## src/rtl/instr_fetch_stage.sv

```systemverilog
`default_nettype none
// ============================================================================
// Module  : instr_fetch_stage
// Brief   : Icache fetch into the IF/ID register with a one-entry skid buffer,
//           flush redirect and HALT detection.
// Revision: 1.0  initial release
// ============================================================================
module instr_fetch_stage #(
  parameter int unsigned     WORD_W      = 32,
  parameter logic [WORD_W-1:0] HALT_OPCODE = 32'hFFFFFFFF
) (
  input  logic              CLK,
  input  logic              nRST,
  input  logic [WORD_W-1:0] pc,
  output logic              pc_en,
  output logic              imemREN,
  output logic [WORD_W-1:0] imemaddr,
  input  logic              ihit,
  input  logic [WORD_W-1:0] imemload,
  input  logic              stall,
  input  logic              flush,
  output logic [WORD_W-1:0] instr_out,
  output logic [WORD_W-1:0] pc_out,
  output logic [WORD_W-1:0] npc_out,
  output logic              valid_out,
  output logic              halt
);

  typedef enum logic [1:0] {
    S_FETCH  = 2'd0,
    S_HOLD   = 2'd1,
    S_HALTED = 2'd2
  } state_t;

  state_t            r_state;
  state_t            w_next_state;
  logic [WORD_W-1:0] r_instr;
  logic [WORD_W-1:0] r_pc;
  logic [WORD_W-1:0] r_npc;
  logic              r_valid;
  logic [WORD_W-1:0] r_skid_instr;
  logic [WORD_W-1:0] r_skid_pc;
  logic [WORD_W-1:0] r_skid_npc;
  logic              w_consume;
  logic              w_accept;
  logic [WORD_W-1:0] w_pc_plus4;

  assign w_consume  = r_valid & ~stall;
  assign w_accept   = (r_state == S_FETCH) & ihit & ~flush;
  assign w_pc_plus4 = pc + WORD_W'(4);

  assign imemaddr  = {pc[WORD_W-1:2], 2'b00};
  assign imemREN   = (r_state == S_FETCH) & ~flush;
  // Every accepted hit advances the PC, whether it lands in IF/ID or the skid.
  assign pc_en     = w_accept & nRST;
  assign instr_out = r_instr;
  assign pc_out    = r_pc;
  assign npc_out   = r_npc;
  assign valid_out = r_valid;
  assign halt      = (r_state == S_HALTED);

  always_ff @(posedge CLK or negedge nRST) begin
    if (!nRST) begin
      r_state <= S_FETCH;
    end else begin
      r_state <= w_next_state;
    end
  end

  always_comb begin
    w_next_state = r_state;
    case (r_state)
      S_FETCH: begin
        if (w_accept) begin
          if (r_valid && stall) begin
            w_next_state = S_HOLD;
          end else if (imemload == HALT_OPCODE) begin
            w_next_state = S_HALTED;
          end
        end
      end
      S_HOLD: begin
        if (!stall) begin
          w_next_state = (r_skid_instr == HALT_OPCODE) ? S_HALTED : S_FETCH;
        end
      end
      S_HALTED: w_next_state = S_HALTED;
      default:  w_next_state = S_FETCH;
    endcase
    if (flush) begin
      w_next_state = S_FETCH;
    end
  end

  always_ff @(posedge CLK or negedge nRST) begin
    if (!nRST) begin
      r_instr      <= '0;
      r_pc         <= '0;
      r_npc        <= '0;
      r_valid      <= 1'b0;
      r_skid_instr <= '0;
      r_skid_pc    <= '0;
      r_skid_npc   <= '0;
    end else if (flush) begin
      r_valid      <= 1'b0;
      r_skid_instr <= '0;
      r_skid_pc    <= '0;
      r_skid_npc   <= '0;
    end else begin
      case (r_state)
        S_FETCH: begin
          if (w_accept) begin
            if (r_valid && stall) begin
              r_skid_instr <= imemload;
              r_skid_pc    <= pc;
              r_skid_npc   <= w_pc_plus4;
            end else begin
              r_instr <= imemload;
              r_pc    <= pc;
              r_npc   <= w_pc_plus4;
              r_valid <= 1'b1;
            end
          end else if (w_consume) begin
            r_valid <= 1'b0;
          end
        end
        S_HOLD: begin
          if (!stall) begin
            r_instr <= r_skid_instr;
            r_pc    <= r_skid_pc;
            r_npc   <= r_skid_npc;
            r_valid <= 1'b1;
          end
        end
        S_HALTED: begin
          if (w_consume) begin
            r_valid <= 1'b0;
          end
        end
        default: r_valid <= 1'b0;
      endcase
    end
  end

endmodule
`default_nettype wire
```

## config.mk

```make
export PLATFORM = sky130hd
export DESIGN_NAME = instr_fetch_stage
export DESIGN_NICKNAME = d
export VERILOG_FILES = /design/src/rtl/instr_fetch_stage.sv
export SDC_FILE = /design/constraint.sdc
export NUM_CORES = 1
export LEC_CHECK = 0
export BUFFER_PORTS_ARGS = -buffer_cell sky130_fd_sc_hd__buf_2
export CAP_MARGIN = 15
export CORE_MARGIN = 1.5
export CORE_UTILIZATION = 35
export CTS_CLUSTER_SIZE = 40
export DETAILED_ROUTE_END_ITERATION = 6
export PLACE_DENSITY_LB_ADDON = 0.3
export SKIP_CTS_REPAIR_TIMING = 1
export SYNTH_ARGS = -nofsm -noshare
export SYNTH_HDL_FRONTEND = slang
export SYNTH_SLANG_ARGS = --single-unit
```

## constraint.sdc

```tcl
create_clock -name CLK -period 2.3 [get_ports CLK]
set_input_delay 0.345 -clock CLK [delete_from_list [all_inputs] [get_ports CLK]]
set_output_delay 0.345 -clock CLK [all_outputs]
set_load 0.02 [all_outputs]
```

==> reports/results.md <==
| Quantity | Value |
|---|---|
| Outcome | finished clean |
| Later-pin clock latency in the skew report | 0.44 ns |
| Worst Path Arrival | 1.69 ns |
| Portion of total power attributed to the clock network | 31.9% |
| Largest net degree at the start of global routing | 97 |
| Fin worst setup slack | 0.262 ns |
| Via count of the first global-routing pass | 7380 |
| Synth warn | 0 |
| Total number of nets in the final design | 1259 |
| GR Overflow Total | 0 |
| First DRT Iteration DRCs | 773 |
| Number of max-cap violations | 0 |
| Leakage Power | 4.73 nW |
| Class of the tightest hold or removal check | input pin to asynchronous set/reset pin |
| Met2 track demand over resource in global routing | 29.9% |
| Cells after Synth | 1060 |
| Area of the die | 27000 sq um |
| Number of hold-slack violations in the final timing report | 0 |
| Max Clock Skew | 0.0123 ns |
| Number of placed instances with taps included | 1500 |
| Global-route wire length before repair | 43.1 mm |
| Worst hold margin | 0.0323 ns |
| Number of antenna violations at the first check in global routing | 1 |
| Crit Path Class | flop to output port |
| Switching component of the power | 2.98 mW |
| TritonCTS buffer count | 17 |
| Final setup viols | 0 |
| Most frequent cells in the layout | sky130_fd_sc_hd__nand2_1 (288), sky130_fd_sc_hd__buf_2 (196), sky130_fd_sc_hd__dfrtp_1 (191) |
| Per-cell routed wire length | 18.0 um |
| Remaining max-slew budget at the tightest pin | 58.4% |
| Width of the die | 164 um |
| Total power of the final layout | 8.80 mW |
| Maximum level of the CTS H-tree | 4 |
| GRT met3 Usage | 3.74% |
| Final wirelength | 27.6 mm |
| Fraction of layout cells with a size suffix above 1 | 22.8% |
| FF+latch count, synth | 191 |
| Setup slack of the most critical reg-to-reg path | 0.37 ns |
| Post-route design area | 10700 sq um |
| Effective utilization at floorplan | 35.9% |
| Most Used Layer, Global Route | met1 |
| Worst slack, placed | 0.155 ns |
| CTS tree | built |
| Kind of capture point of the worst setup path | output port |
| Flop pwr share | 45.6% |
| Root buffer cell | sky130_fd_sc_hd__clkbuf_16 |
| Tot GR Track Use | 20.9% |
| Final HPWL DP | 18.7 mm |
| Clock edge transition at the registers on the reported setup and hold paths | 0.07 ns |
| Via count of the routed design | 7960 |
| Cell Area, Synth | 9100 sq um |
| Maximum frequency from static timing analysis | 491 MHz |
| Synthesized area per cell | 8.59 sq um |
| Fin util | 42.4% |
| Final antenna-violating net count | 0 |
| Switching share of total power | 33.9% |
| Power share of the combinational group | 22.6% |
| Unique cell type count in the Yosys netlist | 42 |
| Post-Route Setup TNS | 0 ns |
| Critical Path Fanout Max | 10 |
| # port buffers | 198 |
| Pwr Density | 819 nW/um^2 |
| Layout overhead on the synthesized area | 18.0% |
| Placed cell areas | 10200 sq um |
| Routed via count divided by cell count | 5.20 |
| Critical Path Start Type | flop |
| Proportion of synthesized chip area in sequential cells | 52.5% |
| Cell-internal power | 5.81 mW |
| Count of standard-cell rows | 58 |
| Final worst-path cycle share | 88.6% |
| Core area | 25300 sq um |
| Weighted congestion reported at the end of routability-driven placement | 0.839 |
| Setup repair after global routing missed its margin | no |
| Diodes inserted | 0 |
| Clock net sink count | 191 |
| Origin of the critical flop-to-flop path | valid_out$_DFFE_PN0P_ |
| Number of top-level design ports | 201 |
| Most common cell after layout, fill and taps aside | sky130_fd_sc_hd__nand2_1 |
| Min Tclk post-route | 2.04 ns |
| Met1 usage in global routing | 31.5% |
| Drt pass-1 iters | 5 |
| IR drop worst, VDD | 0.430 mV |
| Remaining DRCs | 0 |
| Post-route non-filler standard cell count | 1531 |
| Die H | 164 um |
| Length in cells of the worst reg-to-reg path | 5 |
| R2r endpoint | pc_out[26]$_DFFE_PN0P_ |
| Required arrival time at the worst endpoint | 1.96 ns |
| Max-slew violation count | 0 |
| Worst-margin pin slew | 0.624 ns |
| Maximum root-to-sink buffer count | 2 |
==> final cells by class <==
cell class,instances,area (sq um)
inverter,4,15.0
clock inverter,13,104
sequential,191,4780
clock buffer,18,429
fill,2515,14600
multi-input combinational,751,3720
tap,330,413
timing repair buffer,224,1280
==> layer usage <==
metal / routed length (um) / up-vias
met5: 13 / -
met4: 602 / 2
met3: 1610 / 35
met2: 12300 / 241
met1: 13100 / 3866
li1: - / 3816
==> how the worst max path moves through the flow <==
| stage | slack (ns) | start | to | cells past startpoint |
|---|---|---|---|---|
| 6_report | 0.26 | r_state[0]$_DFFE_PN0P_ | pc_en | 4 |
| 5_1_grt | 0.20 | valid_out$_DFFE_PN0P_ | pc_out[26]$_DFFE_PN0P_ | 5 |
| 4_1_cts | 0.24 | r_state[0]$_DFFE_PN0P_ | pc_en | 4 |
| 3_5_place_dp | 0.16 | pc[2] | npc_out[22]$_DFFE_PN0P_ | 7 |
| 3_3_place_gp | 0.15 | pc[2] | npc_out[22]$_DFFE_PN0P_ | 7 |
| 2_1_floorplan | 0.49 | pc[10] | r_skid_npc[22]$_DFFE_PN0P_ | 7 |
==> state kept, by name (all words and copies together), names as in the netlist <==
| name | count |
|---|---|
| r_skid_pc | 32 |
| r_skid_instr | 32 |
| npc_out | 30 |
| r_skid_npc | 30 |
| valid_out | 1 |
| r_state | 2 |
| pc_out | 32 |
| instr_out | 32 |
==> logic make-up after synthesis <==
logic type / after synthesis / share of synthesized area, %
xor+xnor: 27 / 2.60
compound gates: 220 / 14.1
flops: 191 / 52.5
simple gates: 501 / 23.7
buf+inv: 119 / 6.90
other cells: 1 / 0.0412
fa+ha+maj: 1 / 0.137
==> worst max-delay path, stage by stage (launching register included) <==
cell                      delay [ns]
sky130_fd_sc_hd__dfrtp_1        0.38
sky130_fd_sc_hd__buf_4          0.17
sky130_fd_sc_hd__nor3_1         0.36
sky130_fd_sc_hd__and3_1         0.20
sky130_fd_sc_hd__buf_2          0.16
==> power groups by stage <==
stage | registers, mW | logic, mW | clock network [mW]
final | 4.01 | 1.98 | 2.80
after global routing | 4.06 | 2.17 | 3.00
after CTS | 4.02 | 2.01 | 2.85
after detailed placement | 4.08 | 2.01 | 0
after global placement | 4.07 | 1.99 | 0
after floorplan | 4.51 | 0.720 | 0
==> cells in the mapped netlist, drive strengths merged <==
library cell | count | area [sq um]
buf | 55 | 378
clkbuf | 59 | 225
a31oi | 64 | 400
o22ai | 18 | 113
nand3 | 18 | 90.1
nand3b | 1 | 7.51
or2 | 3 | 18.8
o31a | 1 | 10.0
nand2b | 1 | 6.26
inv | 4 | 15.0
ha | 1 | 12.5
clkdlybuf4s18 | 1 | 10.0
conb | 1 | 3.75
a211oi | 22 | 180
nor2b | 3 | 18.8
xnor2 | 15 | 131
nand4b | 1 | 8.76
or4 | 1 | 7.51
o21ai | 20 | 100
and3 | 10 | 65.1
nor2 | 129 | 484
nor4 | 9 | 116
nand4 | 21 | 161
a21oi | 93 | 465
and4 | 2 | 18.8
nor3 | 12 | 60.1
a211o | 1 | 8.76
nand2 | 288 | 1080
o211ai | 1 | 7.51
or3 | 2 | 12.5
dfrtp | 191 | 4780
xor2 | 12 | 105
(Power assumes the default switching activity.)
